$ cat src/rtl/dual_write_dual_read_ram_if.sv
// ---------------------------------------------------------------------------
// dual_write_dual_read_ram_if
//   Bus bundle for the two-write / two-read register RAM.
//   master : agent side. It drives the write and read requests and receives
//            the read data and collision flags.
//   slave  : RAM side.
//   Signals per port pair N (1 or 2):
//     wrenN/wraddrN/wrdataN     write request
//     rdenN/rdaddrN             read request
//     rddataN/rdcollisionN      registered read response, 1-cycle latency
// ---------------------------------------------------------------------------
interface dual_write_dual_read_ram_if #(
  parameter int ADDR_WIDTH = 3,
  parameter int DATA_WIDTH = 8
);
  logic                  wren1;
  logic [ADDR_WIDTH-1:0] wraddr1;
  logic [DATA_WIDTH-1:0] wrdata1;
  logic                  wren2;
  logic [ADDR_WIDTH-1:0] wraddr2;
  logic [DATA_WIDTH-1:0] wrdata2;
  logic                  rden1;
  logic [ADDR_WIDTH-1:0] rdaddr1;
  logic [DATA_WIDTH-1:0] rddata1;
  logic [1:0]            rdcollision1;
  logic                  rden2;
  logic [ADDR_WIDTH-1:0] rdaddr2;
  logic [DATA_WIDTH-1:0] rddata2;
  logic [1:0]            rdcollision2;

  modport master (
    output wren1, wraddr1, wrdata1, wren2, wraddr2, wrdata2,
    output rden1, rdaddr1, rden2, rdaddr2,
    input  rddata1, rdcollision1, rddata2, rdcollision2
  );

  modport slave (
    input  wren1, wraddr1, wrdata1, wren2, wraddr2, wrdata2,
    input  rden1, rdaddr1, rden2, rdaddr2,
    output rddata1, rdcollision1, rddata2, rdcollision2
  );
endinterface

$ cat src/rtl/dual_write_dual_read_ram.sv
// ---------------------------------------------------------------------------
// dual_write_dual_read_ram
//   Register-based RAM with two write ports and two read ports on one clock.
//   Ports:
//     aclk     clock. All state changes on the rising edge.
//     aresetn  asynchronous active-low reset. It clears every word, the read
//              data and the collision flags.
//     bus      dual_write_dual_read_ram_if.slave. It carries the write and
//              read requests and the read responses of both port pairs.
//   Parameters:
//     WRITE_COLLISION=1 : on a same-address dual write, write port 1 wins.
//     READ_COLLISION=1  : a read that hits a word being written in the same
//                         cycle returns the new data and flags which write
//                         port(s) it hit.
//   Addresses at or above RAM_DEPTH are dropped on writes and read as 0.
// ---------------------------------------------------------------------------

// One read port. It holds the registered output and the bypass/collision
// logic. The design instantiates one copy per read port.
module dwdr_rd_port #(
  parameter int ADDR_WIDTH      = 3,
  parameter int RAM_DEPTH       = 8,
  parameter int DATA_WIDTH      = 8,
  parameter int NUM_WR          = 2,
  parameter int WRITE_COLLISION = 1,
  parameter int READ_COLLISION  = 1
) (
  input  logic                                 clk,
  input  logic                                 rst_n,
  input  logic                                 rden,
  input  logic [ADDR_WIDTH-1:0]                rdaddr,
  input  logic [RAM_DEPTH-1:0][DATA_WIDTH-1:0] mem,
  input  logic [NUM_WR-1:0]                    wren,
  input  logic [NUM_WR-1:0][ADDR_WIDTH-1:0]    wraddr,
  input  logic [NUM_WR-1:0][DATA_WIDTH-1:0]    wrdata,
  output logic [DATA_WIDTH-1:0]                rddata,
  output logic [NUM_WR-1:0]                    rdcollision
);
  logic [DATA_WIDTH-1:0] old_data;
  logic [DATA_WIDTH-1:0] nxt_data;
  logic [NUM_WR-1:0]     hit;
  logic                  in_range;

  // Word select is a compare loop rather than a direct index. This keeps
  // out-of-range addresses reading 0 when RAM_DEPTH < 2**ADDR_WIDTH.
  always_comb begin
    old_data = '0;
    in_range = 1'b0;
    for (int w = 0; w < RAM_DEPTH; w++) begin
      if (rdaddr == ADDR_WIDTH'(w)) begin
        old_data = mem[w];
        in_range = 1'b1;
      end
    end
  end

  always_comb begin
    for (int p = 0; p < NUM_WR; p++)
      hit[p] = wren[p] && (wraddr[p] == rdaddr);
  end

  // The bypass priority must match the write arbitration in the array, so a
  // bypassed read equals what the word holds after the edge.
  always_comb begin
    nxt_data = old_data;
    if (READ_COLLISION != 0 && in_range) begin
      if (hit[0] && (WRITE_COLLISION != 0 || !hit[1])) nxt_data = wrdata[0];
      else if (hit[1])                                 nxt_data = wrdata[1];
    end
  end

  always_ff @(posedge clk or negedge rst_n) begin
    if (!rst_n) begin
      rddata      <= '0;
      rdcollision <= '0;
    end else if (rden) begin
      rddata      <= nxt_data;
      rdcollision <= (READ_COLLISION != 0) ? hit : '0;
    end else begin
      // Idle port: the data holds and the flags drop.
      rdcollision <= '0;
    end
  end
endmodule

module dual_write_dual_read_ram #(
  parameter int ADDR_WIDTH      = 3,
  parameter int RAM_DEPTH       = 2**ADDR_WIDTH,
  parameter int DATA_WIDTH      = 8,
  parameter int WRITE_COLLISION = 1,
  parameter int READ_COLLISION  = 1
) (
  input  logic                         aclk,
  input  logic                         aresetn,
  dual_write_dual_read_ram_if.slave    bus
);
  localparam int NUM_WR = 2;
  localparam int NUM_RD = 2;

  logic [NUM_WR-1:0]                    wren;
  logic [NUM_WR-1:0][ADDR_WIDTH-1:0]    wraddr;
  logic [NUM_WR-1:0][DATA_WIDTH-1:0]    wrdata;
  logic [NUM_RD-1:0]                    rden;
  logic [NUM_RD-1:0][ADDR_WIDTH-1:0]    rdaddr;
  logic [NUM_RD-1:0][DATA_WIDTH-1:0]    rddata;
  logic [NUM_RD-1:0][NUM_WR-1:0]        rdcollision;
  logic [RAM_DEPTH-1:0][DATA_WIDTH-1:0] mem;
  logic [RAM_DEPTH-1:0][NUM_WR-1:0]     wsel;

  // Pack the named interface signals into per-port arrays. All logic below
  // is then written once and indexed by port.
  assign wren   = {bus.wren2,   bus.wren1};
  assign wraddr = {bus.wraddr2, bus.wraddr1};
  assign wrdata = {bus.wrdata2, bus.wrdata1};
  assign rden   = {bus.rden2,   bus.rden1};
  assign rdaddr = {bus.rdaddr2, bus.rdaddr1};

  assign bus.rddata1      = rddata[0];
  assign bus.rddata2      = rddata[1];
  assign bus.rdcollision1 = rdcollision[0];
  assign bus.rdcollision2 = rdcollision[1];

  // Per-word write decode. An out-of-range address matches no word, so that
  // write is dropped.
  always_comb begin
    for (int w = 0; w < RAM_DEPTH; w++)
      for (int p = 0; p < NUM_WR; p++)
        wsel[w][p] = wren[p] && (wraddr[p] == ADDR_WIDTH'(w));
  end

  // With arbitration on, port 1 takes a contested word. With arbitration
  // off, port 2 happens to land last; that result is not guaranteed.
  always_ff @(posedge aclk or negedge aresetn) begin
    if (!aresetn) begin
      mem <= '0;
    end else begin
      for (int w = 0; w < RAM_DEPTH; w++) begin
        if (wsel[w][0] && (WRITE_COLLISION != 0 || !wsel[w][1]))
          mem[w] <= wrdata[0];
        else if (wsel[w][1])
          mem[w] <= wrdata[1];
      end
    end
  end

  for (genvar r = 0; r < NUM_RD; r++) begin : g_rd
    dwdr_rd_port #(
      .ADDR_WIDTH      (ADDR_WIDTH),
      .RAM_DEPTH       (RAM_DEPTH),
      .DATA_WIDTH      (DATA_WIDTH),
      .NUM_WR          (NUM_WR),
      .WRITE_COLLISION (WRITE_COLLISION),
      .READ_COLLISION  (READ_COLLISION)
    ) u_rd (
      .clk         (aclk),
      .rst_n       (aresetn),
      .rden        (rden[r]),
      .rdaddr      (rdaddr[r]),
      .mem         (mem),
      .wren        (wren),
      .wraddr      (wraddr),
      .wrdata      (wrdata),
      .rddata      (rddata[r]),
      .rdcollision (rdcollision[r])
    );
  end
endmodule

$ cat src/flat_wrapper.sv
// flat-port wrapper written by rule: the top's interface ports become plain ports
module dual_write_dual_read_ram_flat 
#(
  parameter int ADDR_WIDTH      = 3,
  parameter int RAM_DEPTH       = 2**ADDR_WIDTH,
  parameter int DATA_WIDTH      = 8,
  parameter int WRITE_COLLISION = 1,
  parameter int READ_COLLISION  = 1
)
  (aclk, aresetn, bus_wren1, bus_wraddr1, bus_wrdata1, bus_wren2, bus_wraddr2, bus_wrdata2, bus_rden1, bus_rdaddr1, bus_rden2, bus_rdaddr2, bus_rddata1, bus_rdcollision1, bus_rddata2, bus_rdcollision2);
  dual_write_dual_read_ram_if #(.ADDR_WIDTH(ADDR_WIDTH), .DATA_WIDTH(DATA_WIDTH)) bus_i ();
  input  logic aclk;
  input  logic aresetn;
  input wire logic [$bits(bus_i.wren1)-1:0] bus_wren1;
  input wire logic [$bits(bus_i.wraddr1)-1:0] bus_wraddr1;
  input wire logic [$bits(bus_i.wrdata1)-1:0] bus_wrdata1;
  input wire logic [$bits(bus_i.wren2)-1:0] bus_wren2;
  input wire logic [$bits(bus_i.wraddr2)-1:0] bus_wraddr2;
  input wire logic [$bits(bus_i.wrdata2)-1:0] bus_wrdata2;
  input wire logic [$bits(bus_i.rden1)-1:0] bus_rden1;
  input wire logic [$bits(bus_i.rdaddr1)-1:0] bus_rdaddr1;
  input wire logic [$bits(bus_i.rden2)-1:0] bus_rden2;
  input wire logic [$bits(bus_i.rdaddr2)-1:0] bus_rdaddr2;
  output wire logic [$bits(bus_i.rddata1)-1:0] bus_rddata1;
  output wire logic [$bits(bus_i.rdcollision1)-1:0] bus_rdcollision1;
  output wire logic [$bits(bus_i.rddata2)-1:0] bus_rddata2;
  output wire logic [$bits(bus_i.rdcollision2)-1:0] bus_rdcollision2;
  assign bus_i.wren1 = bus_wren1;
  assign bus_i.wraddr1 = bus_wraddr1;
  assign bus_i.wrdata1 = bus_wrdata1;
  assign bus_i.wren2 = bus_wren2;
  assign bus_i.wraddr2 = bus_wraddr2;
  assign bus_i.wrdata2 = bus_wrdata2;
  assign bus_i.rden1 = bus_rden1;
  assign bus_i.rdaddr1 = bus_rdaddr1;
  assign bus_i.rden2 = bus_rden2;
  assign bus_i.rdaddr2 = bus_rdaddr2;
  assign bus_rddata1 = bus_i.rddata1;
  assign bus_rdcollision1 = bus_i.rdcollision1;
  assign bus_rddata2 = bus_i.rddata2;
  assign bus_rdcollision2 = bus_i.rdcollision2;
  dual_write_dual_read_ram #(.ADDR_WIDTH(ADDR_WIDTH), .RAM_DEPTH(RAM_DEPTH), .DATA_WIDTH(DATA_WIDTH), .WRITE_COLLISION(WRITE_COLLISION), .READ_COLLISION(READ_COLLISION)) u_core (.aclk(aclk), .aresetn(aresetn), .bus(bus_i));
endmodule
$ cat config.mk
export PLATFORM = sky130hd
export DESIGN_NAME = dual_write_dual_read_ram_flat
export DESIGN_NICKNAME = d
export VERILOG_FILES = /design/src/rtl/dual_write_dual_read_ram_if.sv /design/src/rtl/dual_write_dual_read_ram.sv /design/src/flat_wrapper.sv
export SDC_FILE = /design/constraint.sdc
export NUM_CORES = 1
export LEC_CHECK = 0
export BUFFER_PORTS_ARGS = -buffer_cell sky130_fd_sc_hd__buf_2
export CORE_MARGIN = 2
export CORE_UTILIZATION = 45
export CTS_CLUSTER_DIAMETER = 50
export CTS_CLUSTER_SIZE = 25
export DETAILED_ROUTE_END_ITERATION = 10
export GPL_TIMING_DRIVEN = 0
export PLACE_DENSITY = 0.7
export SLEW_MARGIN = 20
export SYNTH_ARGS = -nofsm -noshare
export SYNTH_HDL_FRONTEND = slang
export SYNTH_SLANG_ARGS = --single-unit
$ cat constraint.sdc
create_clock -name aclk -period 3.1 [get_ports aclk]
set_clock_uncertainty 0.1 [all_clocks]
set_input_delay 0.62 -clock aclk [delete_from_list [all_inputs] [get_ports aclk]]
set_output_delay 0.62 -clock aclk [all_outputs]
set_load 0.03 [all_outputs]
==> parameters.txt <==
Parameter                              Value

Global routing
  First-pass GRT wire length    23.7 mm
  Pin count of the biggest net entering global routing    52
  GRT overflow    0
  Number of antenna violations at the first check in global routing    0
  Number of global-route vias before repair    between 4k and 5k
  Overall Global Routing Usage    0.236

Yosys
  Post-Syn Area    around 0.0054 sq mm
  Number of storage elements in the synthesis netlist    84
  Net count of the mapped netlist    585
  XOR/XNOR share of the synthesized area    0.0210
  Post-synthesis share of cell area spent on full adders, half adders and majority gates    0
  Multiplexer fraction of the synthesized cell area    0.238
  Number of distinct library cells after synthesis    51
  Combinational family with the most area after synthesis    multiplexers
  Asr flop ratio synth    1.00
  Post-synth EDFFs    0
  Syn Area/Cell    between 9 and 10 sq um
  Cell count after synthesis    551
  Share of the yosys chip area belonging to registers    0.392
  Count of warnings emitted by yosys    0
  Share of the synthesized area in compound gates (AO/OA/AOI/OAI)    0.153
  Simple logic cell fraction of the synthesized area    0.144
  Dominant register cell in the synthesized netlist    sky130_fd_sc_hd__dfrtp_1

Run status
  Status    finished with violations
  Violated checks    design-rule violations

Route
  First-pass detailed-route iteration total    9
  Routed wire per std cell    ~20 um
  Via/cell ratio    5.98
  Total wire length after detailed routing    between 10 and 15 mm
  Via Count    roughly 4.4k
  DRC violation total after the first TritonRoute iteration    373
  Antenna-violating nets left    0
  Post-detailed-route DRC marker count    10

Cells and area
  Most frequent standard cell in the layout excluding fill and tap cells    sky130_fd_sc_hd__mux2i_1
  Fin util    0.525
  Syn-to-layout area delta    12.6%
  Commonest non-fill, non-tap cells in the layout    sky130_fd_sc_hd__mux2i_1, sky130_fd_sc_hd__dfrtp_1, sky130_fd_sc_hd__nor2_1
  Post-Layout Inst Area    between 0.006 and 0.007 sq mm
  Share of cells above drive strength 1    0.150
  Post-layout nets    628
  Final Non-Filler Cells    742
  Final antenna diode count    0

CTS
  Count of cells resized by post-cts repair    0
  Number of levels the H-tree was split into    3
  Inserted Clock Buffers    9
  CTS root buf    sky130_fd_sc_hd__clkbuf_16
  Clock input transition at the sequential cells of the worst setup and hold paths    60 ps
  Clock tree from TritonCTS    yes
  Post-CTS Setup Bufs    0
  Clock network latency to the later pin of the worst-skew pair    340 ps
  Clock net sink count    84
  Deepest clock path buffer count    2
  Total of hold buffers inserted after clock tree synthesis    0

Setup path
  CP Class    in2reg
  CP Cell Sequence    clkbuf_1 -> buf_2 -> mux2i_1 -> nor3_1 -> a2111oi_0 -> o311ai_0 -> o21a_1
  Origin of the worst setup path    bus_rdaddr2[1]
  Critical path data required time    3230 ps
  R2R depth    4
  Arrival time at the worst endpoint    between 2000 and 3000 ps
  Peak per-stage delay on the critical path    approximately 700 ps
  Worst path slowest cell    sky130_fd_sc_hd__a2111oi_0
  Crit path launch type    input port
  Worst reg2reg path startpoint    u_core.mem[57]
  Endpoint type of the worst setup path    register
  Peak fanout along the critical path    10

Pwr
  Switch share    0.319
  Peak VDD IR    321 uV
  Share of total power in combinational logic    0.260
  Clock network power share    0.320
  Static Leak    2.58 nW
  Seq pwr share    0.420
  Internal power summed over all cells    0.00245 W
  PD cells    595 mW/mm^2
  Switch Pwr    0.00115 W

Die
  Count of standard-cell rows    39
  Overall die area    0.0128 sq mm
  Horizontal die dimension    113 um
  Placeable core region    0.0115 sq mm
  Initial cell density of the core    0.466
  Num ports    between 50 and 60
  Die height    113 um

Timing
  Period Utilization, post-route    0.822
  Setup-failing EPs final    0
  Shortest clock period the worst path allows after layout    2550 ps
  Transition time at the pin with the least slew margin    1160 ps
  Total Negative Setup Slacks    0 ps
  Worst rel slew slack    0.215
  Fin Hold WS    136 ps
  Hold Fails Final Rpt    0
  Fmax    about 0.39 GHz
  Fin. max-slew vios    0
  Unrepaired setup endpoints after global routing    false

Placement
  I/O Buffers    31
  Cell Count Post-Placement    726
  Placed Instance Area    0.00573 sq mm
  Placer's final routability congestion estimate    between 0.9 and 1
  HPWL after DPL    11.4 mm

Min path
  HP Class    in2async

Run
  Max-cap violations    0
[critical path: cells and delay by family]
family,cells,cell delay [ps]
compound gates,3,1090
buf+inv,2,630
mux,1,270
simple gates,1,60
[registers in the layout, indices dropped and copies added (netlist names)]
| name | count |
|---|---|
| u_core.g_rd.u_rd.rddata | 16 |
| u_core.g_rd.u_rd.rdcollision | 4 |
| u_core.mem | 64 |
[cells in the mapped netlist, drive strengths merged (8+ instances only)]
cell type | number | share of area
buf | 30 | 0.029
nand2 | 48 | 0.034
o21ai | 42 | 0.039
mux2i | 88 | 0.16
o221ai | 8 | 0.013
a21oi | 44 | 0.041
mux4 | 17 | 0.071
nor3 | 9 | 0.010
dfrtp | 84 | 0.39
clkbuf | 29 | 0.020
nor2 | 50 | 0.035
[per-layer routing]
layer	GRT usage	wire (um)	part of all wire
met4	0.0886	303	0.021
met5	0	0	0
met2	0.397	7120	0.48
met1	0.306	6170	0.42
met3	0.0418	1110	0.075
[power groups by stage]
stage	Combinational [W]	Clock, W	Sequential (W)
2_1_floorplan	0.000590	0	0.00157
3_3_place_gp	0.000898	0	0.00150
3_5_place_dp	0.000926	0	0.00152
4_1_cts	0.000930	0.00115	0.00150
5_1_grt	0.00102	0.00121	0.00154
6_report	0.000933	0.00115	0.00151
[logic make-up (layout without fill, tap and decap cells)]
| logic type | Yosys count | count (layout) |
|---|---|---|
| and+or+nand+nor | 153 | 153 |
| buffers and inverters | 64 | 112 |
| xor gates and xnor gates | 12 | 12 |
| muxes | 106 | 106 |
| AOI/OAI and AO/OA | 132 | 132 |
| DFF | 84 | 84 |
[final timing paths]
| path | to | slack [ps] |
|---|---|---|
| setup / recovery | u_core.g_rd[1].u_rd.rddata[1] | 550 |
| min in group aclk | u_core.g_rd[1].u_rd.rddata[1] | 380 |
| hold reg to reg | u_core.g_rd[1].u_rd.rddata[1] | 380 |
| max in group asynchronous | u_core.mem[23] | 2160 |
| setup reg to reg | u_core.g_rd[1].u_rd.rddata[1] | 900 |
| hold / removal | u_core.g_rd[1].u_rd.rdcollision[1] | 140 |
[stage by stage]
stage / power (W) / worst slack, ps
2_1_floorplan: 0.00216 / 793
3_3_place_gp: 0.00240 / 266
3_5_place_dp: 0.00245 / 206
4_1_cts: 0.00359 / 562
5_1_grt: 0.00377 / 384
6_report: 0.00359 / 552
[area by class of cell]
| class | count | area, sq um |
|---|---|---|
| clock inverters | 4 | 73.8 |
| flip-flops and latches | 84 | 2100 |
| fillers | 1040 | 5480 |
| multi-input cells | 403 | 2980 |
| well taps | 143 | 179 |
| inverters | 5 | 18.8 |
| clock buffers | 12 | 236 |
| repair buffers | 32 | 185 |
| plain buffers | 59 | 264 |
No activity file was read; power rests on OpenSTA's default activity.
